===== src/rtl/rr_priority_arbiter.sv =====
// rr_priority_arbiter: N-input fixed-priority / round-robin arbiter, registered valid/ready grant.
// Revision 1.0
`timescale 1ns/1ps
`default_nettype none

module rr_priority_arbiter #(
  parameter int N     = 8,
  parameter int IDX_W = $clog2(N)
) (
  input  logic             clk,
  input  logic             rst_n,
  input  logic [N-1:0]     req_in,
  input  logic             rr_mode,
  output logic             out_valid,
  input  logic             out_ready,
  output logic [IDX_W-1:0] out_idx,
  output logic [N-1:0]     out_onehot,
  output logic             any_req
);

  localparam logic [IDX_W-1:0] C_PTR_INIT = IDX_W'(N - 1);
  localparam logic [N-1:0]     C_ONE      = {{(N-1){1'b0}}, 1'b1};

  // Highest set bit of v; zero when v is empty (callers gate on any_req).
  function automatic logic [IDX_W-1:0] highest(input logic [N-1:0] v);
    logic [IDX_W-1:0] r;
    r = '0;
    for (int i = 0; i < N; i++) begin
      if (v[i]) r = IDX_W'(i);
    end
    return r;
  endfunction

  logic [IDX_W-1:0] r_ptr;
  logic [N-1:0]     w_mask;
  logic [N-1:0]     w_masked;
  logic [IDX_W-1:0] w_fixed_idx;
  logic [IDX_W-1:0] w_rr_idx;
  logic [IDX_W-1:0] w_grant;
  logic             w_capture;

  always_comb begin
    w_mask = '0;
    for (int i = 0; i < N; i++) begin
      w_mask[i] = (IDX_W'(i) <= r_ptr);
    end
  end

  // Descending search from ptr: highest request at or below ptr, else wrap to the overall highest.
  assign w_masked    = req_in & w_mask;
  assign w_fixed_idx = highest(req_in);
  assign w_rr_idx    = (|w_masked) ? highest(w_masked) : w_fixed_idx;
  assign w_grant     = rr_mode ? w_rr_idx : w_fixed_idx;
  assign any_req     = |req_in;
  assign w_capture   = !out_valid || out_ready;

  always_ff @(posedge clk or negedge rst_n) begin
    if (!rst_n) begin
      out_valid  <= 1'b0;
      out_idx    <= '0;
      out_onehot <= '0;
      r_ptr      <= C_PTR_INIT;
    end else if (w_capture) begin
      if (any_req) begin
        out_valid  <= 1'b1;
        out_idx    <= w_grant;
        out_onehot <= C_ONE << w_grant;
        r_ptr      <= (w_grant == '0) ? C_PTR_INIT : (w_grant - 1'b1);
      end else begin
        out_valid  <= 1'b0;
        out_onehot <= '0;
      end
    end
  end

endmodule

`default_nettype wire


===== config.mk =====
export PLATFORM = sky130hd
export DESIGN_NAME = rr_priority_arbiter
export DESIGN_NICKNAME = d
export VERILOG_FILES = /design/src/rtl/rr_priority_arbiter.sv
export SDC_FILE = /design/constraint.sdc
export NUM_CORES = 1
export LEC_CHECK = 0
export ABC_AREA = 1
export ABC_CLOCK_PERIOD_IN_PS = 3300
export CAP_MARGIN = 20
export CORE_MARGIN = 2
export CORE_UTILIZATION = 50
export DETAILED_ROUTE_END_ITERATION = 10
export GPL_TIMING_DRIVEN = 1
export HOLD_SLACK_MARGIN = 0.03
export PLACE_DENSITY = 0.83
export SLEW_MARGIN = 0
export SYNTH_ARGS = -nofsm -noshare
export SYNTH_HDL_FRONTEND = slang
export SYNTH_SLANG_ARGS = --single-unit

===== constraint.sdc =====
create_clock -name clk -period 3.3 [get_ports clk]
set_clock_uncertainty 0.1 [all_clocks]
set_input_delay 0.495 -clock clk [delete_from_list [all_inputs] [get_ports clk]]
set_output_delay 0.495 -clock clk [all_outputs]
set_load 0.01 [all_outputs]

==> impl_metrics.toml, run 1 <==
[outcome]
run_status = "completed"

[cells_and_area]
drive_above_1_share_pct = 16.8
finalNetCount = 171
filler_cell_count = 143
area_growth_pct = 32.1
multi_input_comb_area_um2 = 463
area_used_by_sequential_logic_in_the_layout_um2 = 379
antenna_cells = 0

[timing]
finalHoldViolations = 0
final.hold.worst_slack_ps = 386
worst-slew-pin-transition_ps = 642
final.min_clock_period_ps = 2470
setup_tns_ps = 0
clock.fmax_mhz = 405
layout_setup_ws_ps = 833
slew_headroom_pct = 57.1
period_share_pct = 74.8
setup_viol = 0
maxSlewViolCount = 0
grt_setup_unrepaired = "no"

[synthesis]
ys_async_sr_fraction_pct = 100
synth_edf_count = 0
dominantRegCellSynth = "sky130_fd_sc_hd__dfrtp_1"
synth.avg_cell_area_um2 = 7.15
synth_top_area_cell = "sky130_fd_sc_hd__dfrtp_1"
ys_types = 18
yosys_register_bits = 15
seq_area_frac_synth_pct = 41.5
post_synth_inst_count = 128
most_common_cell_in_the_netlist = "sky130_fd_sc_hd__nand2_1"
post_syn_area_um2 = 915
synth_nets = 143
post_synth_most_frequent_cells = "sky130_fd_sc_hd__nand2_1, sky130_fd_sc_hd__inv_1, sky130_fd_sc_hd__dfrtp_1"
netlist_top_cells_area = "sky130_fd_sc_hd__dfrtp_1, sky130_fd_sc_hd__nand2_1, sky130_fd_sc_hd__dfstp_2"
post-synth-top-area-fraction_pct = 32.8
ys.warnings.count = 0

[die]
io_pins = 25
core.rowCount = 15
chipWidth_um = 46.8
die_height_um = 46.8
initial_utilization_pct = 53.0
fp.coreArea_um2 = 1730
design.die.area_um2 = 2190

[placed_design]
io_buffer_count = 24
dp_hpwl_mm = 1.60
routabilityCongestion = 0.865
pre_cts_slack_ps = 824

[global_route]
grt_util_all_layers_pct = 20.4
gr_ovfl_total = 0
grt_pass1_vias = 742
antenna_found_initial = 0
largest_net_degree_at_the_start_of_global_routing = 16
global_route_wire_length_before_repair_mm = 3.16

[setup_path]
critical_path.endpoint_type = "primary output"
worst_r2r_startpoint = "r_ptr[1]"
worst_ep_arrival_time_ps = 1870
r2r_end = "out_onehot[6]"
ff2ff_path_depth = 10
worst-path-max-fanout = 3
startpoint_type = "input port"
r2r_slack_ps = 1260
timing.setup.critical_path_class = "input port to primary output"
worstPathRequired_ps = 2700
crit_start = "req_in[5]"

[flow_run]
max_cap_viol_count = 0

[cts]
cts_tree = "done"
cts_sinks = 15
ctsHtreeMaxLevel = 1
post_cts_resize_count = 0
post_cts.repair.setup_buffers = 0
clock_path_buffers = 2
clkTransAtPathRegs_ps = 90
worst_skew_pair.late_latency_ps = 280
cts-hold-fix-buffers = 0
cts_buffers = 3
cts_root_buffer = "sky130_fd_sc_hd__clkbuf_4"

[worst_hold_path]
end_of_the_worst_hold_path = "out_onehot[3]"
hp-start = "out_onehot[3]"
cell_depth_of_the_worst_hold_path = 2
worstHoldPathType = "flip-flop to flip-flop"

[power_and_ir_drop]
worst_ir_drop_vdd_v = 0.000433
power.density_cell_area_nw_per_um2 = 605
leakagePower_nw = 0.607

[routing]
postRouteAntennaNets = 0
routed_len_inst_um = 10.8
detail_route.vias_per_cell = 4.86
dr_iter_0_viols = 32
drt_drc_violations_left = 0
totalWireLength_mm = 1.95
via_count = 875
first_pass_iters = 4
cell families after synthesis:
group | synth area share [%]
AND/OR/NAND/NOR | 36.7
AO/OA/AOI/OAI | 9.85
adder cells (fa/ha/maj) | 4.10
buffers and inverters | 7.93
flip-flops | 41.5
sequential cells by signal, indices dropped and copies added, names as in the netlist:
register / count
out_onehot: 8
out_idx: 3
r_ptr: 3
out_valid: 1
through the flow:
step	power, mW	instances	cell area, um2	util, %
2_1_floorplan	0.494	128	915	-
3_3_place_gp	0.617	176	1180	68.4
3_5_place_dp	0.628	176	1180	68.4
4_1_cts	0.734	180	1210	70.0
5_1_grt	0.790	180	1210	70.0
6_report	0.732	180	1210	70.0
cell usage in the layout (no fill, tap or decap):
master and count:
sky130_fd_sc_hd__dfrtp_1 12, sky130_fd_sc_hd__nor2_4 1, sky130_fd_sc_hd__clkdlybuf4s50_1 24, sky130_fd_sc_hd__dfstp_2 3, sky130_fd_sc_hd__nor3_1 2, sky130_fd_sc_hd__nand2_2 9
sky130_fd_sc_hd__inv_2 2, sky130_fd_sc_hd__ha_1 3, sky130_fd_sc_hd__clkbuf_4 3, sky130_fd_sc_hd__o21ai_1 5, sky130_fd_sc_hd__nand3_1 6, sky130_fd_sc_hd__nor2_2 3
sky130_fd_sc_hd__o21ai_0 5, sky130_fd_sc_hd__clkinv_2 1, sky130_fd_sc_hd__o21ai_2 4, sky130_fd_sc_hd__inv_1 16, sky130_fd_sc_hd__nand4_1 1, sky130_fd_sc_hd__nor2_1 10
sky130_fd_sc_hd__a21oi_1 1, sky130_fd_sc_hd__nand2_1 44
critical path: stages:
cell and delay, ps:
sky130_fd_sc_hd__clkdlybuf4s50_1 530, sky130_fd_sc_hd__inv_1 70, sky130_fd_sc_hd__nand3_1 80, sky130_fd_sc_hd__inv_1 60, sky130_fd_sc_hd__nand4_1 80, sky130_fd_sc_hd__clkdlybuf4s50_1 550
where the power goes:
group          switching (mW)  total, mW  internal (mW)
logic                   0.187      0.334          0.148
clock network          0.0615      0.107         0.0450
registers              0.0455      0.291          0.245
layout make-up:
| type | count | area share, % |
|---|---|---|
| repair buffers | 24 | 19.9 |
| clock buffers | 3 | 1.86 |
| multi-input cells | 94 | 38.3 |
| inverters | 18 | 5.59 |
| clock inverters | 1 | 0.414 |
| well taps | 25 | 2.59 |
| flip-flops and latches | 15 | 31.4 |
metal layers:
layer  wire [um]  part of all wire [%]  global-route usage (%)
met1         906                    47                    27.4
met3          99                   5.1                    3.46
met5           0                     0                       0
met2         919                    47                    33.7
met4          23                   1.2                    6.67
worst max path at each step:
stage               slack (ps)             to
floorplan                 1470       r_ptr[2]
global placement           830        any_req
detailed placement         820  out_onehot[6]
CTS                        840        any_req
global route               750        any_req
finish                     830        any_req
No activity file was read; power rests on OpenSTA's default activity.
==> run 2: changes to the inputs <==
--- a/config.mk
+++ b/config.mk
@@ -6,14 +6,14 @@
 export NUM_CORES = 1
 export LEC_CHECK = 0
 export ABC_AREA = 1
-export ABC_CLOCK_PERIOD_IN_PS = 3300
+export ABC_CLOCK_PERIOD_IN_PS = 2000
 export CAP_MARGIN = 20
 export CORE_MARGIN = 2
-export CORE_UTILIZATION = 50
+export CORE_UTILIZATION = 42
 export DETAILED_ROUTE_END_ITERATION = 10
 export GPL_TIMING_DRIVEN = 1
 export HOLD_SLACK_MARGIN = 0.03
-export PLACE_DENSITY = 0.83
+export PLACE_DENSITY = 0.74
 export SLEW_MARGIN = 0
 export SYNTH_ARGS = -nofsm -noshare
 export SYNTH_HDL_FRONTEND = slang
==> constraint.sdc (replaced) <==
create_clock -name clk -period 2 [get_ports clk]
set_clock_uncertainty 0.1 [all_clocks]
set_input_delay 0.3 -clock clk [delete_from_list [all_inputs] [get_ports clk]]
set_output_delay 0.3 -clock clk [all_outputs]
set_load 0.01 [all_outputs]
==> run 2 against run 1 <==
  * Total power increased by 87%
  * Clock-buffer cell count stayed put
  * Core utilization is 0.75 points lower
  * Setup slack lost 830 ps
  * Cell area increased by 15%
  * First-iteration DRC count down 59%
  * Final cell count rose by 10%
  * Critical path depth rose by 6
  * Register-to-register slack lost 1300 ps
  * Sequential cell count did not move
  * Critical endpoint is now r_ptr[1]
  * Largest power group unchanged
==> impl_metrics.toml, run 2 (synthesis gave the netlist of run 1 again) <==
[cts]
cts_sinks = 15
clkTransAtPathRegs_ps = 100
clock_path_buffers = 2
cts-hold-fix-buffers = 0
cts_root_buffer = "sky130_fd_sc_hd__clkbuf_4"
worst_skew_pair.late_latency_ps = 290
cts_tree = "done"
cts_buffers = 3
ctsHtreeMaxLevel = 1

[setup_path]
timing.setup.critical_path_class = "flip-flop to flip-flop"
worst_ep_arrival_time_ps = 2120
startpoint_type = "flip-flop"
critical_path.endpoint_type = "flip-flop"
worstPathRequired_ps = 2120
worst-path-max-fanout = 6

[timing]
clock.fmax_mhz = 501
grt_setup_unrepaired = "yes"
final.min_clock_period_ps = 2000
setup_viol = 0
period_share_pct = 99.8
maxSlewViolCount = 0
setup_tns_ps = 0
finalHoldViolations = 0
slew_headroom_pct = 55.9
worst-slew-pin-transition_ps = 659

[cells_and_area]
finalNetCount = 187
design_area_um2 = 1390
most_flops_register = "out_onehot"
area_growth_pct = 51.6
drive_above_1_share_pct = 32.2
finish.utilization_pct = 69.3
final_cell_mix = "sky130_fd_sc_hd__nand2_1, sky130_fd_sc_hd__clkdlybuf4s50_1, sky130_fd_sc_hd__buf_4"
largest_reg_flops = 8
largest_registers = "out_onehot x8, out_idx x3, r_ptr x3"
antenna_cells = 0
most_common_cell_after_layout_fill_and_taps_aside = "sky130_fd_sc_hd__nand2_1"

[die]
fp.coreArea_um2 = 2000
chipWidth_um = 50.7
die_height_um = 50.7
initial_utilization_pct = 45.7
core.rowCount = 16
design.die.area_um2 = 2570
io_pins = 25

[power_and_ir_drop]
leakagePower_nw = 0.691
worst_ir_drop_vdd_v = 0.000664
clkPwrFrac_pct = 12.8
sequentialPowerShare_pct = 35.8
switching_share_pct = 40.5
power.net_switching_mw = 0.554
power.density_cell_area_nw_per_um2 = 985
internal_power_mw = 0.812
power.share.combinational_pct = 51.4

[routing]
dr_iter_0_viols = 13
via_count = 976
first_pass_iters = 4
detail_route.vias_per_cell = 4.93
postRouteAntennaNets = 0
totalWireLength_mm = 2.23
drt_drc_violations_left = 0
routed_len_inst_um = 11.3

[global_route]
gr_ovfl_total = 0
global_route_wire_length_before_repair_mm = 3.81
grt_pass1_vias = 915
largest_net_degree_at_the_start_of_global_routing = 16
grt_util_all_layers_pct = 19.5
antenna_found_initial = 0

[placed_design]
routabilityCongestion = 0.849
placed_area_um2 = 1290
dp_hpwl_mm = 1.70
io_buffer_count = 24

[flow_run]
max_cap_viol_count = 0

[worst_hold_path]
worstHoldPathType = "input port to async pin"

[outcome]
run_status = "completed"
-- run 2: changes by cell type in the layout (fill, tap and decap cells not counted), sizes merged --
cell / previous run / this run
clkdlybuf4s50: 24 / 23
buf: 0 / 16
dlygate4sd2: 0 / 1
-- run 2: final timing paths --
| kind | start | to | slack, ps | depth (start not counted) |
|---|---|---|---|---|
| worst max-delay path | r_ptr[1] | r_ptr[1] | 4 | 12 |
| worst max register to register | r_ptr[1] | r_ptr[1] | 4 | 12 |
| worst min-delay path | rst_n | out_onehot[1] | 300 | 1 |
| max in group asynchronous | rst_n | out_idx[1] | 1070 | 1 |
| worst min register to register | out_onehot[3] | out_onehot[3] | 390 | 2 |
| min in group clk | out_onehot[3] | out_onehot[3] | 390 | 2 |
-- run 2: per-stage QoR --
stage	hold slack [ps]	worst slack (ps)	cells	power [mW]
6_report	304	4.20	198	1.37
2_1_floorplan	-95.6	165	128	0.816
5_1_grt	389	-143	198	1.49
4_1_cts	336	5.21	197	1.29
3_3_place_gp	361	-134	192	1.08
3_5_place_dp	364	-217	192	1.10
-- run 2: critical path, stage by stage (launching register included) --
cell,delay (ps)
sky130_fd_sc_hd__dfstp_2,620
sky130_fd_sc_hd__nand2_4,80
sky130_fd_sc_hd__o21ai_2,180
sky130_fd_sc_hd__nor2_2,70
sky130_fd_sc_hd__nand2_2,80
sky130_fd_sc_hd__nand2_4,80
sky130_fd_sc_hd__nor2_2,100
sky130_fd_sc_hd__nand2_1,70
sky130_fd_sc_hd__nand2_2,120
sky130_fd_sc_hd__inv_2,50
sky130_fd_sc_hd__ha_1,260
sky130_fd_sc_hd__nand2_1,60
sky130_fd_sc_hd__nand2_1,40
-- run 2: power groups by stage --
| stage | clock network, mW | registers (mW) | logic, mW |
|---|---|---|---|
| floorplan | 0 | 0.501 | 0.315 |
| global placement | 0 | 0.481 | 0.596 |
| detailed placement | 0 | 0.484 | 0.615 |
| CTS | 0.182 | 0.479 | 0.629 |
| global route | 0.196 | 0.504 | 0.787 |
| finish | 0.175 | 0.489 | 0.702 |
-- run 2: area by class of cell --
cell class	instances	area (um2)
fill	155	616
clock buffer	3	22.5
clock inverter	1	5.00
multi-input combinational	94	519
inverter	18	67.6
tap	27	33.8
timing repair buffer	40	359
sequential	15	379
-- run 2: layer usage --
| metal | share of wire, % | up-vias | track usage (%) |
|---|---|---|---|
| met1 | 44 | 452 | 24.5 |
| met4 | 0.85 | 0 | 4.95 |
| met2 | 49 | 33 | 32.0 |
| met5 | 0 | - | 0 |
| li1 | - | 486 | - |
| met3 | 6.0 | 5 | 6.85 |
-- run 2: timing repair --
item | 4_1_cts | 5_1_grt
endpoints found under the setup margin | 5 | 11
pin swaps | 1 | 5
setup buffers | 1 | 1
gates resized for setup | 1 | 19
==> run 3: changes to the inputs <==
--- a/config.mk
+++ b/config.mk
@@ -6,14 +6,14 @@
 export NUM_CORES = 1
 export LEC_CHECK = 0
 export ABC_AREA = 1
-export ABC_CLOCK_PERIOD_IN_PS = 2000
+export ABC_CLOCK_PERIOD_IN_PS = 1800
 export CAP_MARGIN = 20
 export CORE_MARGIN = 2
 export CORE_UTILIZATION = 42
 export DETAILED_ROUTE_END_ITERATION = 10
 export GPL_TIMING_DRIVEN = 1
 export HOLD_SLACK_MARGIN = 0.03
-export PLACE_DENSITY = 0.74
+export PLACE_DENSITY = 0.73
 export SLEW_MARGIN = 0
 export SYNTH_ARGS = -nofsm -noshare
 export SYNTH_HDL_FRONTEND = slang
==> constraint.sdc (replaced) <==
create_clock -name clk -period 1.8 [get_ports clk]
set_clock_uncertainty 0.1 [all_clocks]
set_input_delay 0.27 -clock clk [delete_from_list [all_inputs] [get_ports clk]]
set_output_delay 0.27 -clock clk [all_outputs]
set_load 0.01 [all_outputs]
==> run 3 against run 2 <==
  * First-iteration DRC count increased by 150%
  * Critical endpoint is now r_ptr[0]
  * Register-to-register slack got worse by 250 ps
  * Non-clock buffer count increased by 5
  * Cell area increased by 6.9%
  * Clock power increased by 12%
  * Core utilization increased by 4.7 points
  * Global-route usage increased by 1.9 points
  * Largest power group unchanged
  * The flow now finishes with violations (setup timing)
  * Critical path type unchanged
  * Via count increased by 0.61%
  * Largest cell class unchanged
==> impl_metrics.toml, run 3 (synthesis gave the netlist of run 1 again) <==
[timing]
finalHoldViolations = 0
period_share_pct = 113
final.min_clock_period_ps = 2040
setup_viol = 14
maxSlewViolCount = 0
final.hold.worst_slack_ps = 186
clock.fmax_mhz = 490
slew_headroom_pct = 83.0
setup_tns_ps = -2340
worst-slew-pin-transition_ps = 253
grt_setup_unrepaired = "yes"
layout_setup_ws_ps = -242

[routing]
met1Wirelength_um = 988
via_count = 982
first_pass_iters = 5
drt_drc_violations_left = 0
wl_met3_um = 158
routed-wl-met2_mm = 1.23
detail_route.vias_per_cell = 4.84
routed.top_layer = "met4"
totalWireLength_mm = 2.45
dr_iter_0_viols = 32
routed_len_inst_um = 12.1
postRouteAntennaNets = 0

[cts]
clkTransAtPathRegs_ps = 90
cts-hold-fix-buffers = 0
cts_tree = "done"
cts_buffers = 3
ctsHtreeMaxLevel = 1
worst_skew_pair.late_latency_ps = 290
cts_root_buffer = "sky130_fd_sc_hd__clkbuf_4"
cts_sinks = 15
clock_path_buffers = 2

[setup_path]
timing.setup.critical_path_class = "flip-flop to flip-flop"
r2r_slack_ps = -240
worstPathRequired_ps = 1930
worst_ep_arrival_time_ps = 2170
timing.critical_path.max_delay_family = "simple AND/OR/NAND/NOR gates"
critPathMaxStageDelay_ps = 630
worst-path-max-fanout = 7
startpoint_type = "flip-flop"
cp_cell_sequence = "nand2_1 > inv_1 > o21ai_2 > nand2_1 > nor2_2 > nand2_2 > nand2_4 > nor2_4 > nand2_2 > nand2_4 > inv_2 > buf_4 > buf_4 > o21ai_2"
cp_num_buf_inv = 4
critical_path.endpoint_type = "flip-flop"
critical-path-slowest-cell = "sky130_fd_sc_hd__dfstp_2"

[placed_design]
dp_hpwl_mm = 1.72
placed_area_um2 = 1340
routabilityCongestion = 0.805
numPlacedInstances = 196
io_buffer_count = 24
pre_cts_slack_ps = -383

[die]
design.die.area_um2 = 2570
chipWidth_um = 50.7
core.rowCount = 16
initial_utilization_pct = 45.7
die_height_um = 50.7
fp.coreArea_um2 = 2000
io_pins = 25

[outcome]
run_status = "finished with violations"
violations = "setup timing"

[cells_and_area]
filler_cell_count = 136
finish.utilization_pct = 74.0
finalNetCount = 192
most_common_cell_after_layout_fill_and_taps_aside = "sky130_fd_sc_hd__nand2_1"
drive_above_1_share_pct = 39.2
largest_registers = "out_onehot x8, out_idx x3, r_ptr x3"
finish.cell_count_without_fillers = 203
design_area_um2 = 1480
final_cell_mix = "sky130_fd_sc_hd__nand2_1, sky130_fd_sc_hd__clkdlybuf4s50_1, sky130_fd_sc_hd__buf_4"
area_growth_pct = 62.0
most_flops_register = "out_onehot"
antenna_cells = 0
largest_reg_flops = 8

[power_and_ir_drop]
totalPowerFinal_mw = 1.66
worst_ir_drop_vdd_v = 0.000789
leakagePower_nw = 0.726
power.density_cell_area_nw_per_um2 = 1120

[global_route]
gr_ovfl_total = 0
grt_util_all_layers_pct = 21.4
antenna_found_initial = 0
grt_pass1_vias = 947
global_route_wire_length_before_repair_mm = 4.00
largest_net_degree_at_the_start_of_global_routing = 16

[flow_run]
max_cap_viol_count = 0

[worst_hold_path]
worstHoldPathType = "input port to async pin"
## run 3: changes by cell type in the layout (fill, tap and decap cells not counted), sizes merged
cell	previous run	this run
buf	16	22
clkbuf	3	4
clkdlybuf4s50	23	22
clkinv	1	0
dlygate4sd2	1	0
dlymetal6s2s	0	1
## run 3: final timing paths
path	startpoint	end	depth (start not counted)
max in group asynchronous	rst_n	r_ptr[1]	2
min	rst_n	out_onehot[1]	2
max reg2reg	r_ptr[2]	r_ptr[0]	14
min in group clk	out_onehot[2]	out_onehot[2]	2
max	r_ptr[2]	r_ptr[0]	14
min reg2reg	out_onehot[2]	out_onehot[2]	2
## run 3: report_power, final
part           internal (mW)  leakage (nW)  switching, mW  total, mW
Sequential             0.450         0.184         0.0840      0.534
Clock                 0.0865        0.0150          0.109      0.196
Combinational          0.448         0.527          0.477      0.926
## run 3: worst register-to-register path: stages, from the launching register on
cell                      delay, ps
sky130_fd_sc_hd__dfstp_2        630
sky130_fd_sc_hd__nand2_1         70
sky130_fd_sc_hd__inv_1           60
sky130_fd_sc_hd__o21ai_2         60
sky130_fd_sc_hd__nand2_1         90
sky130_fd_sc_hd__nor2_2          60
sky130_fd_sc_hd__nand2_2         90
sky130_fd_sc_hd__nand2_4         90
sky130_fd_sc_hd__nor2_4         130
sky130_fd_sc_hd__nand2_2         60
sky130_fd_sc_hd__nand2_4        110
sky130_fd_sc_hd__inv_2           60
sky130_fd_sc_hd__buf_4          130
sky130_fd_sc_hd__buf_4          120
sky130_fd_sc_hd__o21ai_2        120
## run 3: layer usage
layer  track usage, %  up-vias
li1                 -      493
met1             23.7      440
met2             37.1       39
met3             5.95       10
met4             11.3        0
met5                0        -
## run 3: cell type report
class	count	area [um2]	area share [%]
Tap cell	27	33.8	2.28
Clock buffer	4	26.3	1.77
Timing Repair Buffer	45	399	26.9
Multi-Input combinational cell	94	576	38.9
Sequential cell	15	379	25.6
Inverter	18	67.6	4.56
## run 3: timing repair
action,CTS,global route
endpoints found under the setup margin,12,15
resized for setup,18,16
pin swaps,6,8
buffers inserted,3,1
